[src/rtl/tracer_udma_packer_if.sv]
// ============================================================================
// Module  : tracer_udma_packer_if
// Brief   : Trace-beat and uDMA RX handshake bundle for tracer_udma_packer.
// Revision: 1.0 - initial release
// ============================================================================
`default_nettype none

interface tracer_udma_packer_if #(
    parameter int IN_WIDTH = 8,
    parameter int RATIO    = 2,
    parameter int DEPTH    = 4
);
    localparam int OUT_WIDTH = IN_WIDTH * RATIO;
    localparam int FILL_W    = $clog2(DEPTH) + 1;

    logic                 en_i;
    logic                 clr_i;
    logic                 flush_i;
    logic [IN_WIDTH-1:0]  trace_data_i;
    logic                 trace_valid_i;
    logic                 trace_ready_o;
    logic [1:0]           data_rx_datasize_o;
    logic [OUT_WIDTH-1:0] data_rx_data_o;
    logic                 data_rx_valid_o;
    logic                 data_rx_ready_i;
    logic [FILL_W-1:0]    fill_o;
    logic                 pack_empty_o;
    logic [15:0]          drop_cnt_o;

    modport slave (
        input  en_i, clr_i, flush_i, trace_data_i, trace_valid_i, data_rx_ready_i,
        output trace_ready_o, data_rx_datasize_o, data_rx_data_o, data_rx_valid_o,
               fill_o, pack_empty_o, drop_cnt_o
    );

    modport master (
        output en_i, clr_i, flush_i, trace_data_i, trace_valid_i, data_rx_ready_i,
        input  trace_ready_o, data_rx_datasize_o, data_rx_data_o, data_rx_valid_o,
               fill_o, pack_empty_o, drop_cnt_o
    );
endinterface

`default_nettype wire

[src/rtl/tracer_udma_packer.sv]
// ============================================================================
// Module  : tracer_udma_packer
// Brief   : Packs RATIO trace beats into one uDMA word and queues words in a
//           FWFT FIFO. Optional macro TRACER_UDMA_PACKER_DROP_EN selects
//           drop-on-full instead of back-pressure.
// Revision: 1.0 - initial release
// ============================================================================
`default_nettype none

module tracer_udma_packer #(
    parameter int IN_WIDTH = 8,
    parameter int RATIO    = 2,
    parameter int DEPTH    = 4
) (
    input  wire logic            clk_i,
    input  wire logic            rst_i,
    tracer_udma_packer_if.slave  bus
);
    localparam int OUT_WIDTH = IN_WIDTH * RATIO;
    localparam int LANE_W    = (RATIO > 1) ? $clog2(RATIO) : 1;
    localparam int PTR_W     = $clog2(DEPTH);
    localparam int FILL_W    = PTR_W + 1;

    logic [LANE_W-1:0]    lane;
    logic [OUT_WIDTH-1:0] pack;
    logic [OUT_WIDTH-1:0] pack_next;
    logic [OUT_WIDTH-1:0] mem [DEPTH];
    logic [PTR_W-1:0]     wr_ptr;
    logic [PTR_W-1:0]     rd_ptr;
    logic [FILL_W-1:0]    fill;

    logic valid, pop, space, last_lane, ready, accept, complete, flush_push, push;
    logic [OUT_WIDTH-1:0] push_word;

    always_comb begin
        pack_next = pack;
        pack_next[int'(lane)*IN_WIDTH +: IN_WIDTH] = bus.trace_data_i;
    end

    assign valid      = (fill != '0);
    assign pop        = valid && bus.data_rx_ready_i;
    assign space      = (fill < FILL_W'(DEPTH)) || pop;
    assign last_lane  = (lane == LANE_W'(RATIO - 1));

`ifdef TRACER_UDMA_PACKER_DROP_EN
    assign ready      = !rst_i && bus.en_i && !bus.flush_i && !bus.clr_i;
`else
    assign ready      = !rst_i && bus.en_i && !bus.flush_i && !bus.clr_i
                        && (!last_lane || space);
`endif

    assign accept     = bus.trace_valid_i && ready;
    assign complete   = accept && last_lane;
    // Flush is blocked from coinciding with beats because it deasserts ready.
    assign flush_push = !rst_i && bus.flush_i && !bus.clr_i && (lane != '0) && space;
    assign push_word  = complete ? pack_next : pack;

`ifdef TRACER_UDMA_PACKER_DROP_EN
    logic        drop;
    logic [15:0] drop_cnt;

    assign push = (complete && space) || flush_push;
    assign drop = complete && !space;

    always_ff @(posedge clk_i) begin
        if (rst_i || bus.clr_i) begin
            drop_cnt <= '0;
        end else if (drop && (drop_cnt != 16'hFFFF)) begin
            drop_cnt <= drop_cnt + 16'd1;
        end
    end

    assign bus.drop_cnt_o = drop_cnt;
`else
    assign push = complete || flush_push;
    assign bus.drop_cnt_o = '0;
`endif

    // Storage needs no reset: push is never asserted during reset or clear.
    always_ff @(posedge clk_i) begin
        if (push) begin
            mem[wr_ptr] <= push_word;
        end
    end

    always_ff @(posedge clk_i) begin
        if (rst_i || bus.clr_i) begin
            lane   <= '0;
            pack   <= '0;
            wr_ptr <= '0;
            rd_ptr <= '0;
            fill   <= '0;
        end else begin
            if (accept) begin
                if (last_lane) begin
                    lane <= '0;
                    pack <= '0;
                end else begin
                    lane <= lane + LANE_W'(1);
                    pack <= pack_next;
                end
            end else if (flush_push) begin
                lane <= '0;
                pack <= '0;
            end

            if (push) begin
                wr_ptr <= wr_ptr + PTR_W'(1);
            end
            if (pop) begin
                rd_ptr <= rd_ptr + PTR_W'(1);
            end

            if (push && !pop) begin
                fill <= fill + FILL_W'(1);
            end else if (pop && !push) begin
                fill <= fill - FILL_W'(1);
            end
        end
    end

    assign bus.trace_ready_o      = ready;
    assign bus.data_rx_valid_o    = valid;
    assign bus.data_rx_data_o     = valid ? mem[rd_ptr] : '0;
    assign bus.fill_o             = fill;
    assign bus.pack_empty_o       = (lane == '0);
    assign bus.data_rx_datasize_o = (OUT_WIDTH == 8)  ? 2'd0 :
                                    (OUT_WIDTH == 16) ? 2'd1 : 2'd2;

endmodule

`default_nettype wire

[src/flat_wrapper.sv]
// flat-port wrapper written by rule: the top's interface ports become plain ports
module tracer_udma_packer_flat 
#(
    parameter int IN_WIDTH = 8,
    parameter int RATIO    = 2,
    parameter int DEPTH    = 4
)
  (clk_i, rst_i, bus_en_i, bus_clr_i, bus_flush_i, bus_trace_data_i, bus_trace_valid_i, bus_data_rx_ready_i, bus_trace_ready_o, bus_data_rx_datasize_o, bus_data_rx_data_o, bus_data_rx_valid_o, bus_fill_o, bus_pack_empty_o, bus_drop_cnt_o);
  tracer_udma_packer_if #(.IN_WIDTH(IN_WIDTH), .RATIO(RATIO), .DEPTH(DEPTH)) bus_i ();
  input  wire logic clk_i;
  input  wire logic rst_i;
  input wire logic [$bits(bus_i.en_i)-1:0] bus_en_i;
  input wire logic [$bits(bus_i.clr_i)-1:0] bus_clr_i;
  input wire logic [$bits(bus_i.flush_i)-1:0] bus_flush_i;
  input wire logic [$bits(bus_i.trace_data_i)-1:0] bus_trace_data_i;
  input wire logic [$bits(bus_i.trace_valid_i)-1:0] bus_trace_valid_i;
  input wire logic [$bits(bus_i.data_rx_ready_i)-1:0] bus_data_rx_ready_i;
  output wire logic [$bits(bus_i.trace_ready_o)-1:0] bus_trace_ready_o;
  output wire logic [$bits(bus_i.data_rx_datasize_o)-1:0] bus_data_rx_datasize_o;
  output wire logic [$bits(bus_i.data_rx_data_o)-1:0] bus_data_rx_data_o;
  output wire logic [$bits(bus_i.data_rx_valid_o)-1:0] bus_data_rx_valid_o;
  output wire logic [$bits(bus_i.fill_o)-1:0] bus_fill_o;
  output wire logic [$bits(bus_i.pack_empty_o)-1:0] bus_pack_empty_o;
  output wire logic [$bits(bus_i.drop_cnt_o)-1:0] bus_drop_cnt_o;
  assign bus_i.en_i = bus_en_i;
  assign bus_i.clr_i = bus_clr_i;
  assign bus_i.flush_i = bus_flush_i;
  assign bus_i.trace_data_i = bus_trace_data_i;
  assign bus_i.trace_valid_i = bus_trace_valid_i;
  assign bus_i.data_rx_ready_i = bus_data_rx_ready_i;
  assign bus_trace_ready_o = bus_i.trace_ready_o;
  assign bus_data_rx_datasize_o = bus_i.data_rx_datasize_o;
  assign bus_data_rx_data_o = bus_i.data_rx_data_o;
  assign bus_data_rx_valid_o = bus_i.data_rx_valid_o;
  assign bus_fill_o = bus_i.fill_o;
  assign bus_pack_empty_o = bus_i.pack_empty_o;
  assign bus_drop_cnt_o = bus_i.drop_cnt_o;
  tracer_udma_packer #(.IN_WIDTH(IN_WIDTH), .RATIO(RATIO), .DEPTH(DEPTH)) u_core (.clk_i(clk_i), .rst_i(rst_i), .bus(bus_i));
endmodule
[config.mk]
export PLATFORM = sky130hd
export DESIGN_NAME = tracer_udma_packer_flat
export DESIGN_NICKNAME = d
export VERILOG_FILES = /design/src/rtl/tracer_udma_packer_if.sv /design/src/rtl/tracer_udma_packer.sv /design/src/flat_wrapper.sv
export SDC_FILE = /design/constraint.sdc
export NUM_CORES = 1
export LEC_CHECK = 0
export ABC_AREA = 1
export CAP_MARGIN = 25
export CORE_UTILIZATION = 45
export CTS_BUF_LIST = sky130_fd_sc_hd__clkbuf_4 sky130_fd_sc_hd__clkbuf_8
export DETAILED_ROUTE_END_ITERATION = 12
export PLACE_DENSITY = 0.66
export SLEW_MARGIN = 20
export SYNTH_ARGS = -nofsm -noshare
export SYNTH_HDL_FRONTEND = slang
export SYNTH_SLANG_ARGS = --single-unit
[constraint.sdc]
create_clock -name clk_i -period 2.6 [get_ports clk_i]
set_input_delay 0.52 -clock clk_i [delete_from_list [all_inputs] [get_ports clk_i]]
set_output_delay 0.52 -clock clk_i [all_outputs]
set_load 0.01 [all_outputs]
==> run_results.csv, run 1 <==
group,metric,value,unit
setup_path,worst_setup_path_start_kind,"flip-flop",
setup_path,cp_data_arrival_time,1990,ps
finish,nFillCells,730,
yosys,avgSynthCellArea,10.23,um2
outcome,status,"finished clean",
cts,root_buffer,"clkbuf_8",
setup_path,regToRegEndpoint,"u_core.bus.fill_o[2]$_SDFFE_PP0P_",
cts,numCtsBuffers,9,
die,num_rows,33,
cts,clk_latency,340,ps
routing,dr.pass1.iters,4,
routing,drc,0,
timing,maxClockFrequency,0.3980,GHz
routing,dr.first_iter.drc_count,166,
setup_path,path_class,"flip-flop to output pin",
setup_path,worstPathRequired,2080,ps
timing,slew-limit-headroom,65.51,%
cts,cts_buffer_depth,2,
cts,clkSlewWorstSetupHoldPaths,80,ps
yosys,syn-cell-area,3835,um2
routing,vias,2573,
die,design.die.area,8895,um2
yosys,synth_cells,375,
die,coreArea,8217,um2
setup_path,r2r_cells,10,
timing,layout_min_cycle_time,2512,ps
yosys,ys_seq_elements,90,
yosys,synth.distinct_cells,25,
yosys,ys_seq_area_share,63.69,%
min_path,hold_class,"flip-flop to flip-flop",
place,detailedPlacementHpwl,4880,um
place,gp_congestion,0.7975,
yosys,synthFlopType,"edfxtp_1",
global_routing,grt_pass1_wl,11520,um
routing,wl,7183,um
cts,cts_hold_buffers,0,
die,io_pins,55,
power,cellLeakagePower,1.813,nW
timing,finalMaxSlewViolations,0,
finish,drive_above_1_share,12.77,%
power,p_per_area,547.5,nW/um2
power,vdd_drop_max,0.0002946,V
cts,cts_tree,"done",
timing,fin_crit_sh,96.63,%
setup_path,worstSetupEndpointType,"output pin",
finish,antenna_cells,0,
timing,whs,442.1,ps
yosys,synth_edf_count,64,
timing,skew,13.53,ps
global_routing,grt_pass1_vias,2368,
finish,post-route-util,55.86,%
die,die-height,94.32,um
timing,finalSetupViolCount,0,
finish,areaGrowthSynthToFinish,19.67,%
die,die_width,94.32,um
timing,hold_viol_final,0,
place,port_buffers,36,
routing,wire_per_inst,13.60,um
setup_path,r2r-start,"u_core.bus.fill_o[2]$_SDFFE_PP0P_",
cts,cts_max_level,3,
power,finalPower,2.512,mW
min_path,min_path_cells,2,
die,initial_core_util,46.67,%
global_routing,grt_usage,17.46,%
min_path,worstHoldStart,"u_core.pack[10]$_SDFFE_PP0P_",
yosys,yosys_warnings,0,
routing,vias_per_cell,4.873,
setup_path,cp_max_fo,6,
timing,worstMarginPinSlew,511.9,ps
min_path,hold_end,"u_core.pack[10]$_SDFFE_PP0P_",
global_routing,grt_max_degree,33,
global_routing,antenna_found_initial,0,
job,max-cap-violations,0,
setup_path,reg2reg_slack,700,ps
global_routing,gr-total-overflow,0,
cts,numClockSinks,90,
routing,ant_nets,0,
yosys,synthArstFlopShare,0,%
finish,finalNetCount,439,
critical path, cell delays in order, from the launching register on:
cell and delay [ps]:
dfxtp_1 400, clkinvlp_4 170, buf_4 190, nor2_1 120, o21ai_0 90, a21oi_1 130
clkdlybuf4s50_1 560
report_power, final:
group | total, mW | leakage, nW | switching (mW) | internal (mW)
sequential | 1.52 | 0.814 | 0.00431 | 1.52
clock | 0.898 | 0.0989 | 0.449 | 0.449
combinational | 0.0905 | 0.899 | 0.0496 | 0.0409
repair_timing:
item	in CTS	in global routing
resized for setup	1	10
endpoints found under the setup margin	2	16
setup buffers	2	2
pin swaps	0	1
logic make-up after synthesis:
logic type	count (synthesis)	share of synthesized area [%]
simple gates	133	14.62
fa+ha+maj	6	2.153
other cells	2	0.1958
compound gates	71	9.755
flops	90	63.69
buf+inv	73	9.592
synth_stat cells (2+ instances only):
library cell | n | area (um2)
buf_2 | 7 | 35.03
nand4_1 | 9 | 56.30
inv_1 | 25 | 93.84
nand2_2 | 2 | 12.51
inv_2 | 6 | 22.52
a21oi_1 | 25 | 125.1
clkbuf_1 | 11 | 41.29
dfxtp_1 | 26 | 520.5
buf_4 | 20 | 150.1
nor2_1 | 80 | 300.3
nand2_1 | 27 | 101.4
ha_1 | 5 | 62.56
nand3_1 | 12 | 60.06
edfxtp_1 | 64 | 1922
clkbuf_2 | 2 | 10.01
o21ai_0 | 44 | 220.2
conb_1 | 2 | 7.510
worst max-delay path by stage:
stage / from / end / slack [ps] / cells after the start
3_5_place_dp: bus_clr_i / u_core.bus.fill_o[2]$_SDFFE_PP0P_ / -10 / 13
6_report: flip-flop / bus_data_rx_data_o[14] / 90 / 6
5_1_grt: flip-flop / bus_data_rx_data_o[14] / -9 / 6
2_1_floorplan: bus_data_rx_ready_i / u_core.mem[0][0]$_DFFE_PP_ / 450 / 6
4_1_cts: flip-flop / bus_data_rx_data_o[0] / 5 / 5
3_3_place_gp: bus_data_rx_ready_i / u_core.bus.fill_o[2]$_SDFFE_PP0P_ / 60 / 12
through the flow:
step | instances | worst slack (ps) | setup TNS (ps) | cell area (um2)
floorplan | 391 | 448.0 | 0 | 3895
global placement | 508 | 57.43 | 0 | 4333
detailed placement | 508 | -12.06 | -12.06 | 4333
CTS | 526 | 5.203 | 0 | 4552
global route | 528 | -8.801 | -8.801 | 4589
finish | 528 | 87.75 | 0 | 4589
layout by cell type (no fill, tap or decap), types with 3 or more instances in the layout:
master           synthesis  routed
nand2_2                  2       3
inv_2                    6       6
nand2_1                 27      26
edfxtp_1                64      64
buf_4                   20      16
ha_1                     5       5
conb_1                   2      18
clkbuf_8                 0       9
dfxtp_1                 26      23
dlymetal6s2s_1           0       5
clkdlybuf4s50_1          0      31
a21oi_1                 25      25
nand3_1                 12      12
dfxtp_2                  0       3
buf_12                   0       6
o21ai_0                 44      44
inv_1                   25      23
nor2_1                  80      80
nand4_1                  9       9
routing by layer:
layer / wire length, um / global-route usage, %
met5: 0 / 0
met2: 3379 / 28.44
met4: 85 / 8.077
met1: 3460 / 23.02
met3: 257 / 2.508
sequential cells by signal, summed over array words and instances, names as in the netlist, named ones only:
register / flops
u_core.mem: 64
u_core.pack: 16
u_core.bus.fill_o: 3
u_core.rd_ptr: 2
u_core.wr_ptr: 2
u_core.lane: 1
area by class of cell:
class,instances,area [um2],share of cell area [%]
multi-input combinational,228,1087,23.69
inverter,31,123.9,2.699
sequential,90,2446,53.30
clock buffer,10,131.4,2.863
tap,105,131.4,2.863
timing repair buffer,58,613.1,13.36
clock inverter,6,56.30,1.227
Power figures use the tool's default switching activity.
==> run 2, diff against run 1 <==
Settings changed: GPL_TIMING_DRIVEN set to 1.
==> results of run 2 <==
Same layout as run 1: the final DEF is identical, and so are final timing and power.
==> run 3, diff against run 2 <==
Clock period 2.6 ns to 2.9 ns, I/O delays scaled along.
==> run 3 against run 2 <==
Clock power decreased by 15%. Via count decreased by 2.7%. Sequential power decreased by 9.9%. Core utilization decreased by 2.2 points. Combinational power decreased by 16%.
==> run_results.csv, run 3 (synthesis gave the netlist of run 1 again) <==
group,metric,value,unit
setup_path,max_stage_delay,570,ps
cts,cts_hold_buffers,0,
finish,antenna_cells,0,
cts,root_buffer,"clkbuf_8",
die,num_rows,33,
setup_path,cp_data_arrival_time,2100,ps
setup_path,crit_chain,"buf_4 -> nor2_1 -> nor2_1 -> o21ai_0 -> a21oi_1 -> clkdlybuf4s50_1",
cts,cts_tree,"done",
setup_path,worst_setup_path_start_kind,"flip-flop",
routing,drc,0,
cts,numCtsBuffers,9,
cts,clk_latency,350,ps
finish,finalNetCount,428,
min_path,hold_end,"u_core.pack[8]$_SDFFE_PP0P_",
routing,vias_per_cell,4.841,
setup_path,cpMaxStageDelayCell,"clkdlybuf4s50_1",
global_routing,grt_pass1_wl,11500,um
finish,final_common_cell,"nor2_1",
timing,hold_viol_final,0,
timing,fin_tns_setup,0,ps
power,cellLeakagePower,1.650,nW
setup_path,worstPathRequired,2320,ps
cts,numClockSinks,90,
setup_path,r2r_cells,10,
timing,slew-limit-headroom,58.87,%
place,placed_cell_area,4230,um2
place,gp_congestion,0.8012,
setup_path,worstSetupEndpointType,"output pin",
timing,finalMaxSlewViolations,0,
routing,wl,7029,um
cts,postCtsSetupBuffers,0,
die,die-height,94.32,um
place,dp_cells,501,
cts,cts_max_level,3,
finish,largest_register,"u_core.mem",
place,detailedPlacementHpwl,4734,um
setup_path,crit_top_cell,"nor2_1",
die,die_width,94.32,um
power,vdd_drop_max,0.0002340,V
min_path,worstHoldStart,"u_core.pack[8]$_SDFFE_PP0P_",
routing,dr.pass1.iters,4,
cts,cts_buffer_depth,2,
setup_path,reg2reg_slack,860,ps
setup_path,regToRegEndpoint,"u_core.bus.fill_o[2]$_SDFFE_PP0P_",
timing,rsz0062_at_grt,"false",
routing,ant_nets,0,
global_routing,grt_pass1_vias,2299,
min_path,min_path_cells,2,
finish,areaGrowthSynthToFinish,14.94,%
timing,layout_min_cycle_time,2684,ps
global_routing,grt_max_degree,33,
routing,wire_per_inst,13.60,um
min_path,hold_class,"flip-flop to flip-flop",
setup_path,cp_max_fo,32,
timing,worstMarginPinSlew,616.3,ps
finish,final_cell_mix,"nor2_1 (80), edfxtp_1 (64), o21ai_0 (44)",
routing,vias,2503,
die,design.die.area,8895,um2
global_routing,grt_usage,17.75,%
cts,clkSlewWorstSetupHoldPaths,80,ps
finish,drive_above_1_share,9.466,%
die,io_pins,55,
setup_path,critical_path_buf_inv_count,2,
die,coreArea,8217,um2
finish,design_area,4408,um2
die,initial_core_util,46.67,%
routing,dr.first_iter.drc_count,102,
finish,post-route-util,53.65,%
setup_path,r2r-start,"u_core.bus.fill_o[2]$_SDFFE_PP0P_",
global_routing,gr-total-overflow,0,
job,max-cap-violations,0,
timing,skew,13.09,ps
finish,largest_reg_flops,64,
cts,cts_resized,0,
place,port_buffers,36,
setup_path,path_delay_family,"buffers and inverters",
global_routing,antenna_found_initial,0,
power,p_per_area,500.5,nW/um2
timing,finalSetupViolCount,0,
finish,layoutNonFillerInstCount,517,
setup_path,path_class,"flip-flop to output pin",
timing,maxClockFrequency,0.3726,GHz
power,finalPower,2.206,mW
outcome,status,"finished clean",
timing,fin_crit_sh,92.53,%
==> run 3: metrics by stage <==
stage	hold slack [ps]	setup WS [ps]
after detailed placement	431.0	90.70
after CTS	443.8	176.9
after floorplan	418.4	688.0
final	442.2	216.5
after global placement	428.3	234.0
after global routing	459.4	65.46
==> run 3: layout make-up <==
class / count / area, um2
fillers: 733 / 3809
flip-flops and latches: 90 / 2442
multi-input cells: 228 / 1085
repair buffers: 47 / 455.4
clock buffers: 13 / 160.2
well taps: 105 / 131.4
inverters: 31 / 116.4
clock inverters: 3 / 17.52
==> run 3: power breakdown <==
part           leakage [nW]  internal [mW]  total [mW]  switching, mW
sequential            0.813           1.36        1.37        0.00365
clock                0.0937          0.361       0.764          0.403
combinational         0.743         0.0324      0.0757         0.0433
total                  1.65           1.76        2.21          0.450
==> run 3: worst reg2reg max path: cells and delay by family, from the launching register on <==
kind	cells	cell delay (ps)
DFF	1	350
buffers and inverters	1	70
AOI/OAI and AO/OA	4	480
and+or+nand+nor	3	480
adders and majority gates	2	550
==> run 3: routing by layer <==
metal | routed length, um | up-vias | global-route usage (%) | part of all wire, %
met5 | 0 | - | 0 | 0
met1 | 3215 | 1130 | 22.91 | 46
li1 | - | 1280 | - | -
met4 | 126 | 0 | 9.231 | 1.8
met3 | 383 | 10 | 3.560 | 5.4
met2 | 3304 | 83 | 28.26 | 47
==> run 3: worst max-delay path by stage <==
stage / cells after the start / start / slack [ps] / endpoint
floorplan: 6 / bus_data_rx_ready_i / 690 / u_core.mem[0][0]$_DFFE_PP_
global placement: 12 / bus_data_rx_ready_i / 230 / u_core.bus.fill_o[2]$_SDFFE_PP0P_
detailed placement: 13 / bus_flush_i / 90 / u_core.bus.fill_o[2]$_SDFFE_PP0P_
CTS: 5 / u_core.bus.fill_o[1]$_SDFFE_PP0P_ / 180 / bus_data_rx_data_o[0]
global route: 6 / flip-flop / 70 / bus_data_rx_data_o[13]
finish: 6 / flip-flop / 220 / bus_data_rx_data_o[13]
